$ cat src/rtl/instr_enc_pkg.sv
// Shared types and constants for the MIPS instruction encoder.
// CP0/trap encodings are only generated when INSTR_ENCODER_CP0_EN is defined.
package instr_enc_pkg;

  typedef enum logic [5:0] {
    M_ADD     = 6'd0,
    M_ADDU    = 6'd1,
    M_SUB     = 6'd2,
    M_SUBU    = 6'd3,
    M_AND     = 6'd4,
    M_OR      = 6'd5,
    M_XOR     = 6'd6,
    M_NOR     = 6'd7,
    M_SLT     = 6'd8,
    M_SLTU    = 6'd9,
    M_SLL     = 6'd10,
    M_SRL     = 6'd11,
    M_SRA     = 6'd12,
    M_SLLV    = 6'd13,
    M_SRLV    = 6'd14,
    M_SRAV    = 6'd15,
    M_JR      = 6'd16,
    M_JALR    = 6'd17,
    M_MULT    = 6'd18,
    M_MULTU   = 6'd19,
    M_DIV     = 6'd20,
    M_DIVU    = 6'd21,
    M_MFHI    = 6'd22,
    M_MFLO    = 6'd23,
    M_MTHI    = 6'd24,
    M_MTLO    = 6'd25,
    M_ADDI    = 6'd26,
    M_ADDIU   = 6'd27,
    M_SLTI    = 6'd28,
    M_SLTIU   = 6'd29,
    M_ANDI    = 6'd30,
    M_ORI     = 6'd31,
    M_XORI    = 6'd32,
    M_LUI     = 6'd33,
    M_BEQ     = 6'd34,
    M_BNE     = 6'd35,
    M_BLEZ    = 6'd36,
    M_BGTZ    = 6'd37,
    M_BLTZ    = 6'd38,
    M_BGEZ    = 6'd39,
    M_LB      = 6'd40,
    M_LH      = 6'd41,
    M_LW      = 6'd42,
    M_LBU     = 6'd43,
    M_LHU     = 6'd44,
    M_SB      = 6'd45,
    M_SH      = 6'd46,
    M_SW      = 6'd47,
    M_J       = 6'd48,
    M_JAL     = 6'd49,
    M_MFC0    = 6'd50,
    M_MTC0    = 6'd51,
    M_ERET    = 6'd52,
    M_SYSCALL = 6'd53,
    M_BREAK   = 6'd54
  } mnem_e;

  // Primary opcodes
  localparam logic [5:0] OP_SPECIAL = 6'h00;
  localparam logic [5:0] OP_REGIMM  = 6'h01;
  localparam logic [5:0] OP_J       = 6'h02;
  localparam logic [5:0] OP_JAL     = 6'h03;
  localparam logic [5:0] OP_BEQ     = 6'h04;
  localparam logic [5:0] OP_BNE     = 6'h05;
  localparam logic [5:0] OP_BLEZ    = 6'h06;
  localparam logic [5:0] OP_BGTZ    = 6'h07;
  localparam logic [5:0] OP_ADDI    = 6'h08;
  localparam logic [5:0] OP_ADDIU   = 6'h09;
  localparam logic [5:0] OP_SLTI    = 6'h0A;
  localparam logic [5:0] OP_SLTIU   = 6'h0B;
  localparam logic [5:0] OP_ANDI    = 6'h0C;
  localparam logic [5:0] OP_ORI     = 6'h0D;
  localparam logic [5:0] OP_XORI    = 6'h0E;
  localparam logic [5:0] OP_LUI     = 6'h0F;
  localparam logic [5:0] OP_COP0    = 6'h10;
  localparam logic [5:0] OP_LB      = 6'h20;
  localparam logic [5:0] OP_LH      = 6'h21;
  localparam logic [5:0] OP_LW      = 6'h23;
  localparam logic [5:0] OP_LBU     = 6'h24;
  localparam logic [5:0] OP_LHU     = 6'h25;
  localparam logic [5:0] OP_SB      = 6'h28;
  localparam logic [5:0] OP_SH      = 6'h29;
  localparam logic [5:0] OP_SW      = 6'h2B;

  // SPECIAL funct codes
  localparam logic [5:0] FN_SLL   = 6'h00;
  localparam logic [5:0] FN_SRL   = 6'h02;
  localparam logic [5:0] FN_SRA   = 6'h03;
  localparam logic [5:0] FN_SLLV  = 6'h04;
  localparam logic [5:0] FN_SRLV  = 6'h06;
  localparam logic [5:0] FN_SRAV  = 6'h07;
  localparam logic [5:0] FN_JR    = 6'h08;
  localparam logic [5:0] FN_JALR  = 6'h09;
  localparam logic [5:0] FN_MFHI  = 6'h10;
  localparam logic [5:0] FN_MTHI  = 6'h11;
  localparam logic [5:0] FN_MFLO  = 6'h12;
  localparam logic [5:0] FN_MTLO  = 6'h13;
  localparam logic [5:0] FN_MULT  = 6'h18;
  localparam logic [5:0] FN_MULTU = 6'h19;
  localparam logic [5:0] FN_DIV   = 6'h1A;
  localparam logic [5:0] FN_DIVU  = 6'h1B;
  localparam logic [5:0] FN_ADD   = 6'h20;
  localparam logic [5:0] FN_ADDU  = 6'h21;
  localparam logic [5:0] FN_SUB   = 6'h22;
  localparam logic [5:0] FN_SUBU  = 6'h23;
  localparam logic [5:0] FN_AND   = 6'h24;
  localparam logic [5:0] FN_OR    = 6'h25;
  localparam logic [5:0] FN_XOR   = 6'h26;
  localparam logic [5:0] FN_NOR   = 6'h27;
  localparam logic [5:0] FN_SLT   = 6'h2A;
  localparam logic [5:0] FN_SLTU  = 6'h2B;

  // REGIMM rt selectors and CP0 rs selectors
  localparam logic [4:0] RT_BLTZ = 5'b00000;
  localparam logic [4:0] RT_BGEZ = 5'b00001;
  localparam logic [4:0] CP0_MF  = 5'b00000;
  localparam logic [4:0] CP0_MT  = 5'b00100;

  localparam logic [31:0] ERET_WORD    = 32'h4200_0018;
  localparam logic [31:0] SYSCALL_WORD = 32'h0000_000C;
  localparam logic [31:0] BREAK_WORD   = 32'h0000_000D;

  localparam int unsigned FIFO_DEPTH = 4;
  localparam int unsigned FIFO_WIDTH = 33;

  typedef struct packed {
    logic        illegal;
    logic [31:0] word;
  } enc_entry_t;

  function automatic logic [31:0] r_word(input logic [4:0] rs, input logic [4:0] rt,
                                         input logic [4:0] rd, input logic [4:0] shamt,
                                         input logic [5:0] funct);
    return {OP_SPECIAL, rs, rt, rd, shamt, funct};
  endfunction

  function automatic logic [31:0] i_word(input logic [5:0] op, input logic [4:0] rs,
                                         input logic [4:0] rt, input logic [15:0] imm);
    return {op, rs, rt, imm};
  endfunction

endpackage

$ cat src/rtl/instr_enc_fifo.sv
// In-order FIFO holding encoded {illegal, word} entries; occupancy counter
// distinguishes full from empty when the pointers coincide.
module instr_enc_fifo
  import instr_enc_pkg::*;
#(
  parameter int unsigned DEPTH = FIFO_DEPTH,
  parameter int unsigned WIDTH = FIFO_WIDTH
) (
  input  logic             clk,
  input  logic             reset,
  input  logic             push,
  input  logic             pop,
  input  logic [WIDTH-1:0] wdata,
  output logic [WIDTH-1:0] rdata,
  output logic             full,
  output logic             empty
);

  localparam int unsigned AW = $clog2(DEPTH);
  localparam int unsigned LW = $clog2(DEPTH + 1);

  logic [WIDTH-1:0] mem [DEPTH];
  logic [AW-1:0]    wr_ptr;
  logic [AW-1:0]    rd_ptr;
  logic [LW-1:0]    level;

  function automatic logic [AW-1:0] next_ptr(input logic [AW-1:0] ptr);
    return (ptr == AW'(DEPTH - 1)) ? '0 : ptr + 1'b1;
  endfunction

  assign full  = (level == LW'(DEPTH));
  assign empty = (level == '0);
  assign rdata = mem[rd_ptr];

  always_ff @(posedge clk or negedge reset) begin
    if (!reset) begin
      wr_ptr <= '0;
      rd_ptr <= '0;
      level  <= '0;
    end else begin
      if (push) wr_ptr <= next_ptr(wr_ptr);
      if (pop)  rd_ptr <= next_ptr(rd_ptr);
      case ({push, pop})
        2'b10:   level <= level + 1'b1;
        2'b01:   level <= level - 1'b1;
        default: level <= level;
      endcase
    end
  end

  // Storage needs no reset: entries are only visible once level covers them.
  always_ff @(posedge clk) begin
    if (push) mem[wr_ptr] <= wdata;
  end

endmodule

$ cat src/rtl/instr_encoder.sv
// MIPS instruction encoder: combinational encode at input, 4-deep output FIFO.
// Define INSTR_ENCODER_CP0_EN to enable the CP0/trap group (mfc0, mtc0, eret, syscall, break).
module instr_encoder
  import instr_enc_pkg::*;
(
  input  logic        clk,
  input  logic        reset,
  input  logic        in_valid,
  output logic        in_ready,
  input  logic [5:0]  in_mnem,
  input  logic [4:0]  in_rs,
  input  logic [4:0]  in_rt,
  input  logic [4:0]  in_rd,
  input  logic [4:0]  in_shamt,
  input  logic [15:0] in_imm,
  input  logic [25:0] in_target,
  output logic        out_valid,
  input  logic        out_ready,
  output logic [31:0] out_instr,
  output logic        out_illegal,
  output logic [15:0] count
);

  function automatic enc_entry_t encode(input logic [5:0] mnem,
                                        input logic [4:0] rs, input logic [4:0] rt,
                                        input logic [4:0] rd, input logic [4:0] shamt,
                                        input logic [15:0] imm, input logic [25:0] target);
    enc_entry_t e;
    e.illegal = 1'b0;
    e.word    = '0;
    case (mnem)
      M_ADD:     e.word = r_word(rs, rt, rd, '0, FN_ADD);
      M_ADDU:    e.word = r_word(rs, rt, rd, '0, FN_ADDU);
      M_SUB:     e.word = r_word(rs, rt, rd, '0, FN_SUB);
      M_SUBU:    e.word = r_word(rs, rt, rd, '0, FN_SUBU);
      M_AND:     e.word = r_word(rs, rt, rd, '0, FN_AND);
      M_OR:      e.word = r_word(rs, rt, rd, '0, FN_OR);
      M_XOR:     e.word = r_word(rs, rt, rd, '0, FN_XOR);
      M_NOR:     e.word = r_word(rs, rt, rd, '0, FN_NOR);
      M_SLT:     e.word = r_word(rs, rt, rd, '0, FN_SLT);
      M_SLTU:    e.word = r_word(rs, rt, rd, '0, FN_SLTU);
      M_SLL:     e.word = r_word('0, rt, rd, shamt, FN_SLL);
      M_SRL:     e.word = r_word('0, rt, rd, shamt, FN_SRL);
      M_SRA:     e.word = r_word('0, rt, rd, shamt, FN_SRA);
      M_SLLV:    e.word = r_word(rs, rt, rd, '0, FN_SLLV);
      M_SRLV:    e.word = r_word(rs, rt, rd, '0, FN_SRLV);
      M_SRAV:    e.word = r_word(rs, rt, rd, '0, FN_SRAV);
      M_JR:      e.word = r_word(rs, '0, '0, '0, FN_JR);
      M_JALR:    e.word = r_word(rs, '0, rd, '0, FN_JALR);
      M_MULT:    e.word = r_word(rs, rt, '0, '0, FN_MULT);
      M_MULTU:   e.word = r_word(rs, rt, '0, '0, FN_MULTU);
      M_DIV:     e.word = r_word(rs, rt, '0, '0, FN_DIV);
      M_DIVU:    e.word = r_word(rs, rt, '0, '0, FN_DIVU);
      M_MFHI:    e.word = r_word('0, '0, rd, '0, FN_MFHI);
      M_MFLO:    e.word = r_word('0, '0, rd, '0, FN_MFLO);
      M_MTHI:    e.word = r_word(rs, '0, '0, '0, FN_MTHI);
      M_MTLO:    e.word = r_word(rs, '0, '0, '0, FN_MTLO);
      M_ADDI:    e.word = i_word(OP_ADDI, rs, rt, imm);
      M_ADDIU:   e.word = i_word(OP_ADDIU, rs, rt, imm);
      M_SLTI:    e.word = i_word(OP_SLTI, rs, rt, imm);
      M_SLTIU:   e.word = i_word(OP_SLTIU, rs, rt, imm);
      M_ANDI:    e.word = i_word(OP_ANDI, rs, rt, imm);
      M_ORI:     e.word = i_word(OP_ORI, rs, rt, imm);
      M_XORI:    e.word = i_word(OP_XORI, rs, rt, imm);
      M_LUI:     e.word = i_word(OP_LUI, '0, rt, imm);
      M_BEQ:     e.word = i_word(OP_BEQ, rs, rt, imm);
      M_BNE:     e.word = i_word(OP_BNE, rs, rt, imm);
      M_BLEZ:    e.word = i_word(OP_BLEZ, rs, '0, imm);
      M_BGTZ:    e.word = i_word(OP_BGTZ, rs, '0, imm);
      M_BLTZ:    e.word = i_word(OP_REGIMM, rs, RT_BLTZ, imm);
      M_BGEZ:    e.word = i_word(OP_REGIMM, rs, RT_BGEZ, imm);
      M_LB:      e.word = i_word(OP_LB, rs, rt, imm);
      M_LH:      e.word = i_word(OP_LH, rs, rt, imm);
      M_LW:      e.word = i_word(OP_LW, rs, rt, imm);
      M_LBU:     e.word = i_word(OP_LBU, rs, rt, imm);
      M_LHU:     e.word = i_word(OP_LHU, rs, rt, imm);
      M_SB:      e.word = i_word(OP_SB, rs, rt, imm);
      M_SH:      e.word = i_word(OP_SH, rs, rt, imm);
      M_SW:      e.word = i_word(OP_SW, rs, rt, imm);
      M_J:       e.word = {OP_J, target};
      M_JAL:     e.word = {OP_JAL, target};
`ifdef INSTR_ENCODER_CP0_EN
      M_MFC0:    e.word = {OP_COP0, CP0_MF, rt, rd, 11'b0};
      M_MTC0:    e.word = {OP_COP0, CP0_MT, rt, rd, 11'b0};
      M_ERET:    e.word = ERET_WORD;
      M_SYSCALL: e.word = SYSCALL_WORD;
      M_BREAK:   e.word = BREAK_WORD;
`else
      M_MFC0, M_MTC0, M_ERET, M_SYSCALL, M_BREAK: e.illegal = 1'b1;
`endif
      default:   e.illegal = 1'b1;
    endcase
    return e;
  endfunction

  enc_entry_t enc;
  enc_entry_t head;
  logic       ready_en;
  logic       push;
  logic       pop;
  logic       full;
  logic       empty;

  always_comb begin
    enc = encode(in_mnem, in_rs, in_rt, in_rd, in_shamt, in_imm, in_target);
  end

  // Holds in_ready low during reset and asserts it on the first edge after release.
  always_ff @(posedge clk or negedge reset) begin
    if (!reset) ready_en <= 1'b0;
    else        ready_en <= 1'b1;
  end

  assign in_ready  = ready_en & ~full;
  assign push      = in_valid & in_ready;
  assign out_valid = ~empty;
  assign pop       = out_valid & out_ready;

  instr_enc_fifo #(
    .DEPTH (FIFO_DEPTH),
    .WIDTH (FIFO_WIDTH)
  ) u_fifo (
    .clk   (clk),
    .reset (reset),
    .push  (push),
    .pop   (pop),
    .wdata (enc),
    .rdata (head),
    .full  (full),
    .empty (empty)
  );

  // Stale storage is masked so an empty FIFO always presents zeros.
  assign out_instr   = out_valid ? head.word : '0;
  assign out_illegal = out_valid & head.illegal;

  always_ff @(posedge clk or negedge reset) begin
    if (!reset)    count <= '0;
    else if (push) count <= count + 16'd1;
  end

endmodule

$ cat config.mk
export PLATFORM = sky130hd
export DESIGN_NAME = instr_encoder
export DESIGN_NICKNAME = d
export VERILOG_FILES = /design/src/rtl/instr_enc_pkg.sv /design/src/rtl/instr_enc_fifo.sv /design/src/rtl/instr_encoder.sv
export SDC_FILE = /design/constraint.sdc
export NUM_CORES = 1
export LEC_CHECK = 0
export ABC_CLOCK_PERIOD_IN_PS = 5200
export BUFFER_PORTS_ARGS = -buffer_cell sky130_fd_sc_hd__buf_2
export CORE_MARGIN = 2
export CORE_UTILIZATION = 27
export CTS_CLUSTER_DIAMETER = 50
export DETAILED_ROUTE_END_ITERATION = 10
export GPL_TIMING_DRIVEN = 0
export PLACE_DENSITY = 0.46
export SETUP_SLACK_MARGIN = 0.02
export SLEW_MARGIN = 20
export SYNTH_ARGS = -nofsm -noshare
export SYNTH_HDL_FRONTEND = slang
export SYNTH_SLANG_ARGS = --single-unit
$ cat constraint.sdc
create_clock -name clk -period 5.2 [get_ports clk]
set_input_delay 0.78 -clock clk [delete_from_list [all_inputs] [get_ports clk]]
set_output_delay 0.78 -clock clk [all_outputs]
set_load 0.05 [all_outputs]
After elaboration in Yosys (flattened, before gate mapping)

Memories as Yosys holds them, arrays and structs flattened.
Cells that the tools add are included.

Flip-flop bits (word level): 24
Memory bits (writable): 132
Output and inout port bits: 51
Memories kept: 1

Add/subtract/negate cells: 5
Eq/ne operators: 54
Multiplexer cells: 8
Bitwise operators: 6
Reduce and logical (&&, ||, !) cells: 4

Memories:

| name       | depth | width | read ports | clocked after Yosys merged registers in | write ports | RTL line             | text |
|---|---|---|---|---|---|---|---|
| u_fifo.mem | 4     | 33    | 1          | 0                                       | 1           | instr_enc_fifo.sv:22 | `logic [WIDTH-1:0] mem [DEPTH];` |

Operators by type and width:

| kind                    | count |
|---|---|
| $pmux W32 S50           | 1 |
| $eq A6 B6 Y1 const B    | 18 |
| $eq A6 B5 Y1 const B    | 16 |
| $reduce_or A50 Y1       | 1 |
| $eq A6 B4 Y1 const B    | 8 |
| $mux W32                | 1 |
| $eq A6 B3 Y1 const B    | 4 |
| $add A16 B1 Y16 const B | 1 |
| $eq A6 B2 Y1 const B    | 2 |
| $eq A2 B2 Y1 const B    | 3 |
| $eq A6 B1 Y1 const B    | 1 |
| $logic_not A6 Y1        | 1 |
| $pmux W3 S2             | 1 |
| $add A2 B1 Y2 const B   | 2 |
| $and A1 B1 Y1           | 4 |
| $mux W2                 | 2 |
| $add A3 B1 Y3 const B   | 1 |
| $eq A3 B3 Y1 const B    | 1 |
| $logic_not A3 Y1        | 1 |
| $mux W1                 | 3 |
| $sub A3 B1 Y3 const B   | 1 |
| $eq A2 B1 Y1 const B    | 1 |
| $not A1 Y1              | 2 |
| $reduce_bool A2 Y1      | 1 |

Logic depth before layout (Yosys ltp)

Gate-level depths: netlist of the first run.

Depth in word-level cells: 6
Depth in mapped cells: 10
Gate-level depth less buffers: 9

Cells and area by module

A second synthesis of the first run with hierarchy kept.

Cells, all modules: 473
Area, all modules: 7,287.0 µm²

By module, submodules not included:

| module         | instances | cells each | area an instance (µm²) | seq. area each (µm²) |
|---|---|---|---|---|
| instr_enc_fifo | 1         | 211        | 5,232.5                | 4,139.0 |
| instr_encoder  | 1         | 262        | 2,054.5                | 425.4 |

Worst setup path before layout of the first run

No wires, ideal clock.

Path kind: reg-to-output
Start: register u_fifo.level[0]
End: output port out_instr[21]
Data arrival time: 1.774 ns
Required time: 4.420 ns
Setup slack: 2.646 ns
Stages on the path, launching flop included: 5
Buffers on the path: 2
Cell sequence: dfrtp_1 > or3_1 > clkbuf_1 > clkbuf_1 > and2_1

Word-level cells in the longest chain between the ends: 2

Ends and longest elaborated chain:

| what                     | RTL line             | text |
|---|---|---|
| start: declaration       | instr_enc_fifo.sv:25 | `logic [LW-1:0] level;` |
| start signal: assignment | instr_enc_fifo.sv:44 | `2'b10: level <= level + 1'b1;` |
| start signal: assignment | instr_enc_fifo.sv:45 | `2'b01: level <= level - 1'b1;` |
| start signal: assignment | instr_enc_fifo.sv:46 | `default: level <= level;` |
| $logic_not A3 Y1         | instr_enc_fifo.sv:32 | `assign empty = (level == '0);` |
| $mux W32                 | instr_encoder.sv:134 | `assign out_instr = out_valid ? head.word : '0;` |
| end: declaration         | instr_encoder.sv:19  | `output logic [31:0] out_instr,` |

Every way passes these cells.

Final worst setup path of the first run

Start: register u_fifo.rd_ptr[1]
End: output port out_instr[27]

Word-level cells in the longest chain between the ends: 2

Ends and longest elaborated chain:

| what                     | RTL line             | text |
|---|---|---|
| start: declaration       | instr_enc_fifo.sv:24 | `logic [AW-1:0] rd_ptr;` |
| start signal: assignment | instr_enc_fifo.sv:42 | `if (pop) rd_ptr <= next_ptr(rd_ptr);` |
| $mem_v2 Z4 W33           | n/a                  |  |
| $mux W32                 | instr_encoder.sv:134 |  |

Every way passes these cells.

==> results of run 1 <==
==> cell type report <==
type,instances,area [sq um],area share
sequential,152,4444,0.5182
multi-input combinational,257,2273,0.2651
timing repair buffer,123,675.6,0.07877
clock buffer,17,425.4,0.04960
tap,330,412.9,0.04814
buffer,29,140.1,0.01634
clock inverter,15,131.4,0.01532
inverter,19,71.32,0.008315
antenna,1,2.502,0.0002918
==> routing by layer <==
layer	routed length (um)	part of all wire
met1	7456	0.44
met2	8480	0.51
met3	531	0.032
met4	312	0.019
met5	0	0
==> through the flow <==
stage | instance area, sq um | std cells
final | 8577 | 943
after global routing | 8577 | 943
after CTS | 8574 | 942
after detailed placement | 8018 | 910
after global placement | 7933 | 906
after floorplan | 6924 | 457
==> cell usage in the layout, fill, tap and decap left out, types with 8 or more instances in the layout <==
| cell | Yosys | routed |
|---|---|---|
| a22o_1 | 9 | 9 |
| nor2_1 | 13 | 13 |
| and2_1 | 38 | 34 |
| a22oi_1 | 9 | 9 |
| mux4_2 | 32 | 32 |
| xnor2_1 | 11 | 11 |
| nand2_1 | 25 | 25 |
| clkbuf_1 | 12 | 12 |
| dfrtp_1 | 24 | 24 |
| a21oi_1 | 8 | 8 |
| edfxtp_1 | 128 | 128 |
| buf_2 | 13 | 132 |
| inv_1 | 17 | 17 |
| o21ai_1 | 8 | 8 |
| clkbuf_16 | 0 | 17 |
==> sequential cells by signal (all words and copies together) (netlist names) <==
register / flops
count: 16
ready_en: 1
u_fifo.level: 3
u_fifo.mem: 128
u_fifo.rd_ptr: 2
u_fifo.wr_ptr: 2
==> power by group <==
| group | internal, mW | total (mW) | switching (mW) | leakage (nW) |
|---|---|---|---|---|
| Combinational | 0.609 | 1.91 | 1.30 | 1.49 |
| Clock | 0.629 | 1.17 | 0.539 | 0.269 |
| Sequential | 1.49 | 1.57 | 0.0770 | 1.49 |
==> final timing paths <==
| check | startpoint | end | cells after the start |
|---|---|---|---|
| max | u_fifo.rd_ptr[1] | out_instr[27] | 5 |
| min | reset | count[6] | 1 |
| max reg2reg | u_fifo.level[0] | u_fifo.level[2] | 9 |
| min reg2reg | count[15] | count[15] | 1 |
| max in group asynchronous | reset | u_fifo.rd_ptr[1] | 1 |
| min in group clk | count[15] | count[15] | 1 |
==> cell families (layout without fill, tap and decap cells) <==
logic type	count (synthesis)	in the layout
AND/OR/NAND/NOR	123	123
multiplexers	36	36
adder cells (fa/ha/maj)	8	8
XOR/XNOR	18	18
AO/OA/AOI/OAI	70	70
flip-flops	152	152
other	2	3
buffers and inverters	48	203
==> results.toml, run 1 <==
[run_status]
status = "finished clean"

[worst_setup_path]
slowest_delay_ps = 590
end_kind = "primary output"
ff2ff_setup_slack_ps = 2950
slowest_stage = "clkbuf_1"
worst_path_most_repeated_cell = "clkbuf_1"
cp.required_ps = 4420
critPathMaxFanout = 10
cp-start-kind = "register"
cpLargestDelayFamily = "buffers and inverters"
cp_cell_sequence = "clkbuf_1, clkbuf_1, mux4_2, and2_1, buf_2"
path_class = "reg2out"
crit_arrival_ps = 2440
path_buf_inv = 3

[drt]
viasPerCell = 4.661
remaining_drc_errors = 0
postRouteAntennaNets = 0
first_pass_iters = 5
drt_iter0_drc = 242
vias = 4395
routedWlPerCell_um = 17.80
routed_wl_um = 16780

[grt]
gr-usage-met1 = 0.1651
grt_max_degree = 25
gr-usage-met3 = 0.02424
grt_antenna_before_repair = 1
grtUsageTotal = 0.1297
grt_pass1_wl_um = 26040
grt.busiest_layer = "met2"
globalRouteMet2Util = 0.2189
overflow = 0
grt_pass1_vias = 4564

[floorplanning]
start_util = 0.2750
fp-row-count = 58
die_w_um = 164.1
ios = 123
core_region_area_sq_um = 25180
die_y_um = 164.1
die_area_sq_um = 26940

[synthesis]
synthTopCellsByArea = "edfxtp_1, mux4_2, dfrtp_1"
synth_common_cells = "edfxtp_1, and2_1, mux4_2"
synthXorXnorAreaFrac = 0.02277
synth-simple-area-share = 0.09957
synth_fp_nets = 537
synth_mux_area_frac = 0.1102
synth_compound_area_frac = 0.07842
netlist_area_sq_um = 6924
synth.distinct_cells = 57
synth_fa_ha_area_frac = 0.01554
synth_area_per_cell_sq_um = 15.15
ys_seq_area_frac = 0.6419
syn_inst = 457
ys_warn_count = 0
synth_top_area_share = 0.5551
ys_ff_latch = 152
synth_top_family_by_area = "multiplexers"
yosysMostFrequentCell = "edfxtp_1"
async_reset_ff_frac = 0.1579
synth_edf_count = 128
synth_flop_cell = "edfxtp_1"
yosysTopAreaCell = "edfxtp_1"

[cts]
cts_root_buf = "clkbuf_16"
clkSinkCount = 152
cts_buffers = 17
cts_hold_buf = 0
cts_resized = 0
clk_pin_slew_ps = 70
clock_latency_ps = 430
htreeDepth = 4
clock_path_buffers = 2
post_cts_buffers = 0
cts_tree = "yes"

[power_and_ir_drop]
power_mw = 4.650
power.leakage_nw = 3.251
ir_drop_mv = 0.2964
powerDensity_nw_per_um2 = 542.1

[timing]
tightest_slew_ps = 707.1
final-hold-violation-count = 0
clock.fmax_ghz = 0.3108
finalSetupTns_ps = 0
fin_crit_ps = 3217
holdWs_ps = 344.0
max-slew-margin-rel = 0.5286
drv_slew = 0
fin_skew_ps = 10.76
setup_viol = 0
rsz0062_at_grt = "no"
setup_ws_ps = 1983
fin_crit_sh = 0.6187

[final_layout]
fin_nets = 679
area_growth_pct = 23.87
post-route-util = 0.3406
drive_gt1_frac = 0.3513
fillerInstances = 2440

[place]
hpwl_um = 11890
gp_congestion = 0.8458
portBuffers = 119
dp_worst_setup_slack_ps = 2415

[job]
drv_cap = 0

[min_path]
hold_path.class = "in2async"
(Power assumes the default switching activity.)
==> run 2: changes to the inputs <==
--- a/config.mk
+++ b/config.mk
@@ -5,14 +5,14 @@
 export SDC_FILE = /design/constraint.sdc
 export NUM_CORES = 1
 export LEC_CHECK = 0
-export ABC_CLOCK_PERIOD_IN_PS = 5200
+export ABC_CLOCK_PERIOD_IN_PS = 2700
 export BUFFER_PORTS_ARGS = -buffer_cell sky130_fd_sc_hd__buf_2
 export CORE_MARGIN = 2
 export CORE_UTILIZATION = 27
 export CTS_CLUSTER_DIAMETER = 50
 export DETAILED_ROUTE_END_ITERATION = 10
 export GPL_TIMING_DRIVEN = 0
-export PLACE_DENSITY = 0.46
+export PLACE_DENSITY = 0.48
 export SETUP_SLACK_MARGIN = 0.02
 export SLEW_MARGIN = 20
 export SYNTH_ARGS = -nofsm -noshare
==> constraint.sdc (replaced) <==
create_clock -name clk -period 2.7 [get_ports clk]
set_input_delay 0.405 -clock clk [delete_from_list [all_inputs] [get_ports clk]]
set_output_delay 0.405 -clock clk [all_outputs]
set_load 0.05 [all_outputs]
==> results.toml, run 2 (synthesis gave the netlist of run 1 again) <==
[run_status]
status = "finished clean"

[final_layout]
area_growth_pct = 24.52
regArea_sq_um = 4444
reg_top3 = "u_fifo.mem (128), count (16), u_fifo.level (3)"
final_cell_mix = "buf_2, edfxtp_1, and2_1"
fillerInstances = 2427
finalNonFillerCells = 944
top_register = "u_fifo.mem"
layout_commonest_cell = "buf_2"
post-route-util = 0.3424
design_area_sq_um = 8622
multi_input_area_sq_um = 2273
fin_nets = 680
drive_gt1_frac = 0.3611
largest_reg_flops = 128

[floorplanning]
die_y_um = 164.1
core_region_area_sq_um = 25180
start_util = 0.2750
die_w_um = 164.1
fp-row-count = 58
die_area_sq_um = 26940
ios = 123

[worst_setup_path]
critPathMaxFanout = 10
cpLargestDelayFamily = "buffers and inverters"
slowest_stage = "mux4_2"
slowest_delay_ps = 510
crit_arrival_ps = 2150
cp-start-kind = "register"
cp_cell_sequence = "clkbuf_4, buf_6, mux4_2, and2_1, buf_2"
cp.required_ps = 2300
rr_worst_depth = 9
path_buf_inv = 3
cp.depth = 5
path_class = "reg2out"
end_kind = "primary output"

[place]
portBuffers = 119
hpwl_um = 11610
place_area_sq_um = 8018
placed_cells = 910
gp_congestion = 0.8234

[cts]
clk_pin_slew_ps = 70
htreeDepth = 4
cts_root_buf = "clkbuf_16"
cts_tree = "yes"
clock_latency_ps = 430
cts_buffers = 17
clock_path_buffers = 2
clkSinkCount = 152
post_cts_buffers = 0

[timing]
setup_viol = 0
holdWs_ps = 326.7
fin_crit_sh = 0.9455
finalSetupTns_ps = 0
tightest_slew_ps = 637.5
rsz0062_at_grt = "no"
fin_crit_ps = 2553
drv_slew = 0
clock.fmax_ghz = 0.3917
final-hold-violation-count = 0
fin_skew_ps = 11.41
max-slew-margin-rel = 0.5683

[grt]
overflow = 0
grtUsageTotal = 0.1297
grt_pass1_vias = 4569
grt_max_degree = 25
grt_antenna_before_repair = 2
grt_pass1_wl_um = 25940

[drt]
vias = 4433
viasPerCell = 4.696
drt_iter0_drc = 254
routedWlPerCell_um = 17.69
remaining_drc_errors = 0
postRouteAntennaNets = 0
first_pass_iters = 6
routed_wl_um = 16700

[power_and_ir_drop]
p_seq_frac = 0.335
switching_share = 0.4105
p_int_mw = 5.308
power.leakage_nw = 3.278
clkPwrFrac = 0.250
comb_power_share = 0.415
switchingPower_mw = 3.697
powerDensity_nw_per_um2 = 1044
ir_drop_mv = 0.5795

[min_path]
min_path_cells = 3
hold_path.class = "in2reg"

[job]
drv_cap = 0
[run 2: cell types whose count changed in the layout (fill, tap and decap cells not counted), moves of 3 or more]
cell,delta
clkbuf_4,+3
buf_2,-3
clkbuf_2,+3
clkbuf_1,-5
buf_6,+3
[run 2: metrics by stage]
| step | setup WS (ps) | power, mW |
|---|---|---|
| 2_1_floorplan | 469.9 | 5.846 |
| 3_3_place_gp | -384.0 | 6.747 |
| 3_5_place_dp | 224.2 | 6.831 |
| 4_1_cts | 2.779 | 9.126 |
| 5_1_grt | 25.17 | 9.463 |
| 6_report | 147.1 | 9.005 |
[run 2: per-layer routing]
layer | wire, um | track usage | vias up
li1 | - | - | 2053
met1 | 7163 | 0.1632 | 2259
met2 | 8536 | 0.2189 | 104
met3 | 748 | 0.02727 | 17
met4 | 256 | 0.04944 | 0
met5 | 0 | 0 | -
[run 2: tightest hold or removal path, cell delays in order]
cell	delay (ps)
buf_2	80
nand2_1	40
nand2_1	110
[run 2: what timing repair did]
item | CTS | global route
hold buffers | 1 | 0
endpoints found under the setup margin | 29 | 29
gates resized for setup | 6 | 10
hold endpoints to repair | 24 | 0
[run 2: area by class of cell]
cell class                      count  share of cell area
Antenna cell                        2           0.0005805
Buffer                             29             0.01974
Clock buffer                       17             0.04934
Clock inverter                     14             0.01553
Inverter                           19            0.008272
Multi-Input combinational cell    257              0.2637
Sequential cell                   152              0.5155
Tap cell                          330             0.04789
Timing Repair Buffer              124             0.07952
[run 2: power by group through the flow]
stage / logic [mW] / clock network [mW] / registers (mW)
after global routing: 4.01 / 2.40 / 3.06
after global placement: 3.68 / 0 / 3.07
after detailed placement: 3.76 / 0 / 3.07
final: 3.74 / 2.25 / 3.02
after floorplan: 2.67 / 0 / 3.18
after CTS: 3.79 / 2.31 / 3.02
[run 2: path summary, 6_finish.rpt]
path                                       start                 to  slack [ps]
worst min-delay path               in_target[13]  u_fifo.mem[0][13]         330
worst min register to register         count[15]          count[15]         480
min in group asynchronous                  reset          count[13]         510
worst max register to register   u_fifo.level[0]    u_fifo.level[2]         400
max in group asynchronous                  reset           count[2]        1820
worst max-delay path            u_fifo.rd_ptr[0]       out_instr[5]         150
==> run 3: changes to the inputs <==
--- a/config.mk
+++ b/config.mk
@@ -7,7 +7,6 @@
 export LEC_CHECK = 0
 export ABC_CLOCK_PERIOD_IN_PS = 2700
 export BUFFER_PORTS_ARGS = -buffer_cell sky130_fd_sc_hd__buf_2
-export CORE_MARGIN = 2
 export CORE_UTILIZATION = 27
 export CTS_CLUSTER_DIAMETER = 50
 export DETAILED_ROUTE_END_ITERATION = 10
==> results.toml, run 3 (synthesis gave the netlist of run 1 again) <==
[run_status]
status = "finished clean"

[grt]
grt_antenna_before_repair = 4
grt_pass1_wl_um = 25780
overflow = 0
grt_max_degree = 25
grtUsageTotal = 0.1319
grt_pass1_vias = 4636

[worst_setup_path]
cp.depth = 5
path_class = "reg2out"
critPathMaxFanout = 10
cp_cell_sequence = "clkbuf_1, buf_2, mux4_2, and2_1, buf_2"
slowest_stage = "dfrtp_1"
crit_arrival_ps = 2140
cpLargestDelayFamily = "buffers and inverters"
cp-start-kind = "register"
rr_worst_depth = 9
path_buf_inv = 3
ff2ff_setup_slack_ps = 390
end_kind = "primary output"
slowest_delay_ps = 350
r2r-start = "u_fifo.level[0]"
crit_start = "u_fifo.rd_ptr[1]"
worst_path_most_repeated_cell = "buf_2"
cp.required_ps = 2300

[floorplanning]
die_y_um = 162.1
core_region_area_sq_um = 25180
ios = 123
die_area_sq_um = 26290
fp-row-count = 58
die_w_um = 162.1
start_util = 0.2750

[cts]
clock_latency_ps = 430
cts_root_buf = "clkbuf_16"
htreeDepth = 4
clock_path_buffers = 2
cts_tree = "yes"
cts_buffers = 17
clkSinkCount = 152
clk_pin_slew_ps = 60

[drt]
remaining_drc_errors = 0
drt_iter0_drc = 310
routedWlPerCell_um = 17.18
first_pass_iters = 4
routed_wl_um = 16270
viasPerCell = 4.643
vias = 4397
postRouteAntennaNets = 0

[timing]
fin_crit_ps = 2549
setup_viol = 0
drv_slew = 0
fin_crit_sh = 0.9441
rsz0062_at_grt = "no"
fin_skew_ps = 10.47
final-hold-violation-count = 0
clock.fmax_ghz = 0.3923
holdWs_ps = 318.3
max-slew-margin-rel = 0.5388
tightest_slew_ps = 681.1

[power_and_ir_drop]
ir_drop_mv = 0.5202
power_mw = 8.984
powerDensity_nw_per_um2 = 1042
power.leakage_nw = 3.280

[final_layout]
post-route-util = 0.3425
largest_reg_flops = 128
drive_gt1_frac = 0.3589
area_growth_pct = 24.58
reg_top3 = "u_fifo.mem (128), count (16), u_fifo.level (3)"
layout_commonest_cell = "buf_2"
final_cell_mix = "buf_2, edfxtp_1, and2_1"
top_register = "u_fifo.mem"
fin_nets = 680

[place]
gp_congestion = 0.7905
portBuffers = 119
hpwl_um = 11490

[min_path]
min_path_cells = 3
hold_path.class = "in2reg"
hp-start = "in_target[14]"

[job]
drv_cap = 0
[run 3: cell count changes in the layout (fill, tap and decap cells not counted), moves of 2 or more]
| cell | before | now |
|---|---|---|
| clkinv_1 | 0 | 2 |
| inv_8 | 4 | 6 |
| diode_2 | 2 | 4 |
| clkinv_4 | 1 | 4 |
| inv_6 | 5 | 2 |
[run 3: path summary, 6_finish.rpt]
| check | end |
|---|---|
| setup reg to reg | u_fifo.level[2] |
| hold reg to reg | count[15] |
| min in group asynchronous | count[15] |
| setup / recovery | out_instr[27] |
| max in group asynchronous | u_fifo.rd_ptr[1] |
| hold / removal | u_fifo.mem[3][14] |
[run 3: metrics by stage]
step	std cells	TNS [ps]	area (sq um)	worst slack (ps)
final	947	0	8626	151.0
after global routing	945	0	8621	18.92
after CTS	943	0	8600	3.225
after detailed placement	910	0	8018	253.6
after global placement	906	-48510	7933	-392.9
after floorplan	457	0	6924	469.9
[run 3: what timing repair did]
item / CTS / global route
hold buffers: 1 / 0
resized for setup: 7 / 7
setup buffers: 0 / 0
hold endpoints to repair: 24 / 0
endpoints found under the setup margin: 22 / 29
[run 3: report_power, final]
group	internal, mW	switching [mW]
registers	2.88	0.144
logic	1.21	2.50
clock network	1.22	1.04
total	5.31	3.68
[run 3: worst register-to-register path, stage by stage (launching register included)]
cell and delay (ps):
dfrtp_1 420, nor3b_2 490, nor2_1 150, inv_2 120
ha_1 190, inv_1 60, fa_1 380, xor2_1 150
nor2_1 120, xor2_1 150
[run 3: area by class of cell]
class	instances	area, sq um
clock inverters	15	135.1
repair buffers	124	685.7
plain buffers	29	167.7
flip-flops and latches	152	4444
inverters	19	71.32
multi-input cells	257	2273
clock buffers	17	425.4
fillers	2464	16560
well taps	330	412.9
diodes	4	10.01
[run 3: routing by layer]
layer / wire [um] / track usage / up-vias
met5: 0 / 0 / -
met4: 185 / 0.03988 / 0
met3: 788 / 0.03422 / 15
met2: 8227 / 0.2226 / 108
met1: 7067 / 0.1651 / 2212
li1: - / - / 2062
